File: src/rtl/ldl_pend_sched_if.sv
// Request/consumer bus of the pending-event scheduler.
// The slave side is the scheduler; the master side is whoever drives requests and consumes indices.
interface ldl_pend_sched_if #(
    parameter int WIDTH = 4
) ();
    localparam int IW = (WIDTH > 1) ? $clog2(WIDTH) : 1;

    logic [WIDTH-1:0] req;
    logic [WIDTH-1:0] mask;
    logic             flush;
    logic             out_valid;
    logic [IW-1:0]    out_idx;
    logic             out_ready;
    logic [WIDTH-1:0] pend;
    logic [WIDTH-1:0] ovf;
    logic             ovf_clr;

    modport master (
        output req, mask, flush, out_ready, ovf_clr,
        input  out_valid, out_idx, pend, ovf
    );

    modport slave (
        input  req, mask, flush, out_ready, ovf_clr,
        output out_valid, out_idx, pend, ovf
    );
endinterface

File: src/rtl/ldl_pend_sched.sv
// Sticky pending-event scheduler: latches request pulses, picks one eligible index per
// transfer (lowest-first or round-robin) and presents it on a registered valid/ready stage.
module ldl_pend_sched #(
    parameter int WIDTH = 4,
    parameter int RR    = 0
) (
    input  logic              clk,
    input  logic              rst,
    ldl_pend_sched_if.slave   bus
);
    localparam int               IW  = (WIDTH > 1) ? $clog2(WIDTH) : 1;
    localparam logic [WIDTH-1:0] ONE = WIDTH'(1);

    logic [WIDTH-1:0] pend_q, pend_d;
    logic [WIDTH-1:0] ovf_q, ovf_d;
    logic             vld_q, vld_d;
    logic [IW-1:0]    idx_q, idx_d;
    logic [IW-1:0]    ptr_q, ptr_d;

    logic [WIDTH-1:0] elig, clr_vec, ovf_set;
    logic [IW-1:0]    sel, sel_lo, sel_hi;
    logic             hit_hi, load;

    assign elig = pend_q & ~bus.mask;

    // Descending scan so the last hit is the lowest index; sel_hi only sees indices past ptr.
    always_comb begin
        sel_lo = '0;
        sel_hi = '0;
        hit_hi = 1'b0;
        for (int i = WIDTH-1; i >= 0; i--) begin
            if (elig[i]) sel_lo = i[IW-1:0];
            if (elig[i] && (i > int'(ptr_q))) begin
                sel_hi = i[IW-1:0];
                hit_hi = 1'b1;
            end
        end
        sel = ((RR != 0) && hit_hi) ? sel_hi : sel_lo;
    end

    always_comb begin
        load    = (|elig) && (!vld_q || bus.out_ready);
        clr_vec = (load && !bus.flush) ? (ONE << sel) : '0;

        // A request landing on a bit being served re-arms it rather than overflowing.
        pend_d  = bus.flush ? bus.req : ((pend_q & ~clr_vec) | bus.req);
        ovf_set = bus.flush ? '0 : (bus.req & pend_q & ~clr_vec);
        ovf_d   = ovf_set | (ovf_q & ~{WIDTH{bus.ovf_clr}});

        vld_d = vld_q;
        idx_d = idx_q;
        ptr_d = ptr_q;
        if (bus.flush) begin
            vld_d = 1'b0;
        end else if (load) begin
            vld_d = 1'b1;
            idx_d = sel;
            if (RR != 0) ptr_d = sel;
        end else if (vld_q && bus.out_ready) begin
            vld_d = 1'b0;
        end
    end

    always_ff @(posedge clk or posedge rst) begin
        if (rst) begin
            pend_q <= '0;
            ovf_q  <= '0;
            vld_q  <= 1'b0;
            idx_q  <= '0;
            ptr_q  <= IW'(WIDTH-1);
        end else begin
            pend_q <= pend_d;
            ovf_q  <= ovf_d;
            vld_q  <= vld_d;
            idx_q  <= idx_d;
            ptr_q  <= ptr_d;
        end
    end

    assign bus.pend      = pend_q;
    assign bus.ovf       = ovf_q;
    assign bus.out_valid = vld_q;
    assign bus.out_idx   = idx_q;
endmodule

File: src/flat_wrapper.sv
// flat-port wrapper written by rule: the top's interface ports become plain ports
module ldl_pend_sched_flat 
#(
    parameter int WIDTH = 4,
    parameter int RR    = 0
)
  (clk, rst, bus_req, bus_mask, bus_flush, bus_out_ready, bus_ovf_clr, bus_out_valid, bus_out_idx, bus_pend, bus_ovf);
  ldl_pend_sched_if #(.WIDTH(WIDTH)) bus_i ();
  input  logic clk;
  input  logic rst;
  input wire logic [$bits(bus_i.req)-1:0] bus_req;
  input wire logic [$bits(bus_i.mask)-1:0] bus_mask;
  input wire logic [$bits(bus_i.flush)-1:0] bus_flush;
  input wire logic [$bits(bus_i.out_ready)-1:0] bus_out_ready;
  input wire logic [$bits(bus_i.ovf_clr)-1:0] bus_ovf_clr;
  output wire logic [$bits(bus_i.out_valid)-1:0] bus_out_valid;
  output wire logic [$bits(bus_i.out_idx)-1:0] bus_out_idx;
  output wire logic [$bits(bus_i.pend)-1:0] bus_pend;
  output wire logic [$bits(bus_i.ovf)-1:0] bus_ovf;
  assign bus_i.req = bus_req;
  assign bus_i.mask = bus_mask;
  assign bus_i.flush = bus_flush;
  assign bus_i.out_ready = bus_out_ready;
  assign bus_i.ovf_clr = bus_ovf_clr;
  assign bus_out_valid = bus_i.out_valid;
  assign bus_out_idx = bus_i.out_idx;
  assign bus_pend = bus_i.pend;
  assign bus_ovf = bus_i.ovf;
  ldl_pend_sched #(.WIDTH(WIDTH), .RR(RR)) u_core (.clk(clk), .rst(rst), .bus(bus_i));
endmodule
File: config.mk
export PLATFORM = sky130hd
export DESIGN_NAME = ldl_pend_sched_flat
export DESIGN_NICKNAME = d
export VERILOG_FILES = /design/src/rtl/ldl_pend_sched_if.sv /design/src/rtl/ldl_pend_sched.sv /design/src/flat_wrapper.sv
export SDC_FILE = /design/constraint.sdc
export NUM_CORES = 1
export LEC_CHECK = 0
export CAP_MARGIN = 10
export CORE_UTILIZATION = 36
export DETAILED_ROUTE_END_ITERATION = 8
export PLACE_DENSITY = 0.72
export SYNTH_ARGS = -nofsm -noshare
export SYNTH_HDL_FRONTEND = slang
export SYNTH_SLANG_ARGS = --single-unit
export TNS_END_PERCENT = 50
File: constraint.sdc
create_clock -name clk -period 1 [get_ports clk]
set_input_delay 0.1 -clock clk [delete_from_list [all_inputs] [get_ports clk]]
set_output_delay 0.1 -clock clk [all_outputs]
set_load 0.05 [all_outputs]
==> results of run 1 <==
## flip-flops by register name, indices dropped and copies added, names as in the netlist
register / flops
u_core.bus.out_idx: 2
u_core.bus.out_valid: 1
u_core.bus.ovf: 4
u_core.bus.pend: 4
## cell type report
| type | instances | share of cell area (%) |
|---|---|---|
| Timing Repair Buffer | 36 | 40.9 |
| Multi-Input combinational cell | 35 | 27.2 |
| Sequential cell | 11 | 24.9 |
| Inverter | 9 | 3.01 |
| Clock buffer | 4 | 2.34 |
| Tap cell | 15 | 1.67 |
## synthesized netlist by cell type, types with 2 or more instances
master	count	share of area [%]
a21oi_1	2	1.8
nand2b_1	3	3.3
nor2_1	5	3.3
dfrtp_1	11	49
a31oi_1	2	2.2
nor2b_1	3	3.3
nand2_1	3	2.0
a211oi_1	2	2.7
o22ai_1	2	2.2
inv_1	9	6.0
## stage by stage
step | setup slack [ns] | hold WS [ns] | cell area [um^2] | cells | util [%]
after floorplan | -0.229 | -0.0478 | 586 | 56 | -
after global placement | -0.285 | 0.391 | 1020 | 104 | 73.7
after detailed placement | -0.336 | 0.415 | 1020 | 104 | 73.7
after CTS | -0.154 | 0.121 | 1110 | 110 | 80.5
after global routing | -0.190 | 0.152 | 1120 | 110 | 81.3
final | -0.147 | 0.116 | 1120 | 110 | 81.3
## critical path, stage by stage, from the launching register on
cell	delay (ns)
dfrtp_2	0.41
buf_6	0.12
buf_6	0.11
buf_12	0.14
## cells by family after synthesis
logic type | synth area share, %
simple gates | 22.2
compound gates | 20.2
flops | 48.8
buf+inv | 8.87
## where the power goes
| part | total (uW) | internal [uW] | switching, uW |
|---|---|---|---|
| logic | 698 | 366 | 331 |
| registers | 544 | 495 | 49.5 |
| clock network | 306 | 154 | 152 |
| total | 1550 | 1020 | 533 |
## layout by cell type, fill, tap and decap left out
master	n
a211oi_1	1
a211oi_2	1
a21oi_1	2
a2bb2oi_2	1
a31oi_1	2
and2b_4	1
buf_12	11
buf_4	8
buf_6	5
clkbuf_1	1
clkbuf_4	3
clkdlybuf4s50_1	11
dfrtp_1	7
dfrtp_2	4
dlymetal6s2s_1	1
inv_1	9
nand2_1	3
nand2b_1	3
nor2_1	4
nor2_2	1
nor2b_1	2
nor2b_4	3
nor3b_4	1
nor4_2	1
nor4b_4	1
o211ai_1	1
o21ai_1	1
o21bai_1	1
o22ai_1	2
o311ai_4	1
o32a_1	1
o32ai_1	1
## worst max path at each step
stage / startpoint / endpoint / slack (ns) / cells past startpoint
global placement: bus_mask[0] / u_core.bus.pend[1] / -0.29 / 4
floorplan: u_core.bus.out_valid / u_core.bus.ovf[1] / -0.23 / 4
global route: u_core.bus.pend[1] / bus_pend[1] / -0.19 / 3
detailed placement: bus_mask[0] / u_core.bus.ovf[1] / -0.34 / 4
finish: u_core.bus.pend[1] / bus_pend[1] / -0.15 / 3
CTS: u_core.bus.pend[1] / bus_pend[1] / -0.15 / 3
## layer usage
layer / track usage, % / share of wire [%] / vias up
li1: - / - / 272
met3: 4.35 / 4.4 / 5
met5: 0 / 0 / -
met2: 31.9 / 49 / 27
met1: 25.3 / 45 / 274
met4: 11.0 / 1.9 / 0
## timing repair
item / in CTS / in global routing
gates cloned: 1 / 0
endpoints found under the setup margin: 16 / 17
gates resized for setup: 10 / 3
hold endpoints to repair: 0 / 0
setup buffers: 1 / 0
pin swaps: 6 / 5
==> results.py, run 1 <==
metrics = {
    "critical_path": {
        "r2r_cells": 3,
        "worstSetupEndpointType": "output pin",
        "crit_type": "flop to output pin",
        "critical_path.max_fanout": 2,
        "timing.rr.end": "u_core.bus.ovf[1]",
        "cp.arrival_ns": 1.05,
        "rrSetupSlack_ns": -0.09,
        "r2r-start": "u_core.bus.out_valid",
        "worstPathRequired_ns": 0.90,
        "cp-start-kind": "flop",
    },
    "die": {
        "ioPinCount": 24,
        "die_area_mm2": 0.00173,
        "die_w_um": 41.6,
        "fp.dieH_um": 41.6,
        "start_util_pct": 40.8,
        "fp.coreArea_mm2": 0.00138,
        "rows": 13,
    },
    "timing": {
        "layout_min_cycle_time_ns": 1.15,
        "slew_headroom_pct": 76.8,
        "setup_viol": 16,
        "skew_ns": 0.00256,
        "fin_crit_sh_pct": 115,
        "drv_slew": 0,
        "setup_tns_ns": -0.917,
        "fmaxAchievable_ghz": 0.872,
        "worst_pin_slew_ns": 0.347,
        "rsz0062_at_grt": "true",
        "finalHoldViolations": 0,
        "fin_ws_ns": -0.147,
    },
    "cells_and_area": {
        "num-nets-final": 109,
        "seq_area_um2": 280,
        "drive_above_1_share_pct": 44.2,
        "nFillCells": 84,
        "area_growth_pct": 99.1,
        "multi_input_area_um2": 305,
        "n_antenna_cell": 0,
    },
    "placed_design": {
        "dp_hpwl_mm": 1.08,
        "port_buffers": 23,
        "gp_congestion": 0.854,
    },
    "routing": {
        "num_vias": 578,
        "routed_wl_mm": 1.53,
        "detail-route-antenna-nets": 0,
        "via_per_inst": 5.25,
        "drt_iter0_drc": 18,
        "firstDrtPassIters": 4,
        "wl_per_cell_um": 13.9,
        "drc": 0,
    },
    "flow_run": {
        "maxCapViolations": 0,
    },
    "logic_synthesis": {
        "synth_seq_cells": 11,
        "syn-instance-count": 56,
        "synth_cell_types": 24,
        "syn_area_um2": 564,
        "synth_edf_count": 0,
        "syn_area_per_cell_um2": 10.1,
        "yosys_warnings": 0,
        "async_flop_share_pct": 100,
        "yosysSeqAreaShare_pct": 48.8,
        "synth_ff_type": "dfrtp_1",
        "syn_nets": 69,
    },
    "global_routing": {
        "antenna_found_initial": 0,
        "gr-total-overflow": 0,
        "grt_max_degree": 12,
        "grt_pass1_wl_mm": 2.62,
        "grt_pass1_vias": 581,
        "grtUsageTotal_pct": 20.1,
    },
    "power": {
        "total_power_uw": 1550,
        "cellPowerDensity_mw_per_mm2": 1380,
        "peakVddDrop_mv": 0.933,
        "p_leak_uw": 0.000501,
    },
    "clock_network": {
        "clk_latency_ns": 0.27,
        "cts_tree": "yes",
        "clk_pin_slew_worst_paths_ns": 0.07,
        "clk_path_buf_depth": 2,
        "cts_root_buf": "clkbuf_4",
        "cts_buffers": 3,
        "htreeDepth": 1,
        "ctsHoldBuffers": 0,
        "cts.sinks": 11,
    },
    "hold_path": {
        "hp-class": "input pin to async pin",
    },
    "run_status": {
        "outcome": "finished with violations",
        "violations": "negative setup slack",
    },
}
(Power assumes the default switching activity.)
==> run 2, diff against run 1 <==
--- a/config.mk
+++ b/config.mk
@@ -5,6 +5,7 @@
 export SDC_FILE = /design/constraint.sdc
 export NUM_CORES = 1
 export LEC_CHECK = 0
+export ABC_CLOCK_PERIOD_IN_PS = 1000
 export CAP_MARGIN = 10
 export CORE_UTILIZATION = 36
 export DETAILED_ROUTE_END_ITERATION = 8
==> results of run 2 <==
Final layout, timing and power as in run 1 (identical DEF).
==> run 3, diff against run 2 <==
--- a/config.mk
+++ b/config.mk
@@ -7,9 +7,10 @@
 export LEC_CHECK = 0
 export ABC_CLOCK_PERIOD_IN_PS = 1000
 export CAP_MARGIN = 10
+export CORE_MARGIN = 2
 export CORE_UTILIZATION = 36
 export DETAILED_ROUTE_END_ITERATION = 8
-export PLACE_DENSITY = 0.72
+export PLACE_DENSITY = 0.71
 export SYNTH_ARGS = -nofsm -noshare
 export SYNTH_HDL_FRONTEND = slang
 export SYNTH_SLANG_ARGS = --single-unit
==> run 3 against run 2 <==
  * The run still ends with negative setup slack left
  * First-iteration DRC count is 39% lower
  * Combinational power is 2% higher
  * Fmax is 1.4% lower
  * Setup slack worse by 0.017 ns
  * Via count is 2.9% lower
  * Highest routed layer unchanged
==> results.py, run 3 (synthesis results as in run 1) <==
metrics = {
    "die": {
        "fp.coreArea_mm2": 0.00149,
        "fp.dieH_um": 43.6,
        "die_w_um": 43.6,
        "ioPinCount": 24,
        "die_area_mm2": 0.00190,
        "rows": 14,
        "start_util_pct": 37.9,
    },
    "routing": {
        "firstDrtPassIters": 4,
        "drt_iter0_drc": 11,
        "detail-route-antenna-nets": 0,
        "wl_per_cell_um": 15.2,
        "routed_wl_mm": 1.65,
        "drc": 0,
        "num_vias": 561,
        "via_per_inst": 5.15,
    },
    "timing": {
        "skew_ns": 0.00210,
        "fmaxAchievable_ghz": 0.859,
        "worst_pin_slew_ns": 0.440,
        "setup_viol": 16,
        "setup_tns_ns": -1.34,
        "fin_crit_sh_pct": 116,
        "rsz0062_at_grt": "true",
        "drv_slew": 0,
        "layout_min_cycle_time_ns": 1.16,
        "slew_headroom_pct": 70.7,
        "finalHoldViolations": 0,
        "fin_ws_ns": -0.164,
    },
    "placed_design": {
        "gp_congestion": 0.746,
        "dp_hpwl_mm": 1.12,
        "port_buffers": 23,
    },
    "cells_and_area": {
        "drive_above_1_share_pct": 44.1,
        "nFillCells": 91,
        "n_antenna_cell": 0,
        "num-nets-final": 107,
        "layout_common_cells": "clkdlybuf4s50_1 (11), buf_12 (11), inv_1 (9)",
        "area_growth_pct": 99.6,
    },
    "global_routing": {
        "grt_pass1_wl_mm": 2.80,
        "grt_max_degree": 12,
        "grt_pass1_vias": 614,
        "grtUsageTotal_pct": 21.0,
        "antenna_found_initial": 0,
        "gr-total-overflow": 0,
    },
    "critical_path": {
        "critical_path.max_fanout": 5,
        "r2r_cells": 3,
        "cp.arrival_ns": 1.32,
        "timing.rr.end": "u_core.bus.ovf[2]",
        "worstPathRequired_ns": 1.16,
        "rrSetupSlack_ns": -0.16,
        "cp-start-kind": "flop",
        "worstSetupEndpointType": "flop",
        "crit_start": "u_core.bus.pend[0]",
        "crit_type": "flop to flop",
        "r2r-start": "u_core.bus.pend[0]",
        "critPathCapture": "u_core.bus.ovf[2]",
    },
    "clock_network": {
        "cts_root_buf": "clkbuf_4",
        "clk_path_buf_depth": 2,
        "cts_tree": "yes",
        "clk_latency_ns": 0.28,
        "htreeDepth": 1,
        "clk_pin_slew_worst_paths_ns": 0.07,
        "cts_buffers": 3,
        "cts.sinks": 11,
    },
    "flow_run": {
        "maxCapViolations": 0,
    },
    "power": {
        "total_power_uw": 1570,
        "peakVddDrop_mv": 1.21,
        "cellPowerDensity_mw_per_mm2": 1390,
        "p_leak_uw": 0.000486,
    },
    "hold_path": {
        "hp-class": "input pin to async pin",
    },
    "run_status": {
        "violations": "negative setup slack",
        "outcome": "finished with violations",
    },
}
## run 3: report_power, final
group	leakage, uW	switching, uW	internal, uW	total, uW
clock network	0.0000150	163	155	318
logic	0.000343	342	367	710
registers	0.000128	48.3	495	543
total	0.000486	554	1020	1570
## run 3: timing repair
action / in CTS / in global routing
gates cloned: 1 / 0
buffers inserted: 1 / 0
hold buffers: 0 / 0
endpoints found under the setup margin: 16 / 17
pin swaps: 5 / 3
gates resized for setup: 15 / 0
## run 3: layer usage
| layer | vias up | GRT usage (%) | wire length, um |
|---|---|---|---|
| li1 | 271 | - | - |
| met1 | 262 | 26.1 | 687 |
| met2 | 24 | 32.9 | 830 |
| met3 | 4 | 3.75 | 89 |
| met4 | 0 | 14.5 | 47 |
| met5 | - | 0 | 0 |
## run 3: worst min-delay path by stage
stage          startpoint               endpoint  slack (ns)
3_5_place_dp          rst      u_core.bus.ovf[3]        0.47
5_1_grt               rst      u_core.bus.ovf[1]        0.21
6_report              rst      u_core.bus.ovf[1]        0.17
3_3_place_gp          rst      u_core.bus.ovf[0]        0.42
2_1_floorplan         rst  u_core.bus.out_idx[0]       -0.05
4_1_cts               rst      u_core.bus.ovf[3]        0.18
## run 3: worst max-delay path, cell delays in order (launching register included)
cell     delay [ns]
dfrtp_2        0.43
and2b_4        0.21
nor4b_4        0.29
o32ai_1        0.11
## run 3: area by class of cell
class / instances / area, um^2 / share of cell area (%)
Clock buffer: 4 / 26.3 / 2.33
Inverter: 9 / 33.8 / 3.00
Multi-Input combinational cell: 35 / 322 / 28.6
Sequential cell: 11 / 280 / 24.9
Tap cell: 16 / 20.0 / 1.78
Timing Repair Buffer: 34 / 444 / 39.4
## run 3: per-stage QoR
step	std cells	instance area [um^2]	utilization (%)	hold slack [ns]	setup slack (ns)
detailed placement	103	1000	67.5	0.473	-0.332
floorplan	56	586	-	-0.0478	-0.229
global route	109	1130	75.6	0.209	-0.193
global placement	103	1000	67.5	0.420	-0.285
finish	109	1130	75.6	0.168	-0.164
CTS	109	1130	75.6	0.177	-0.157
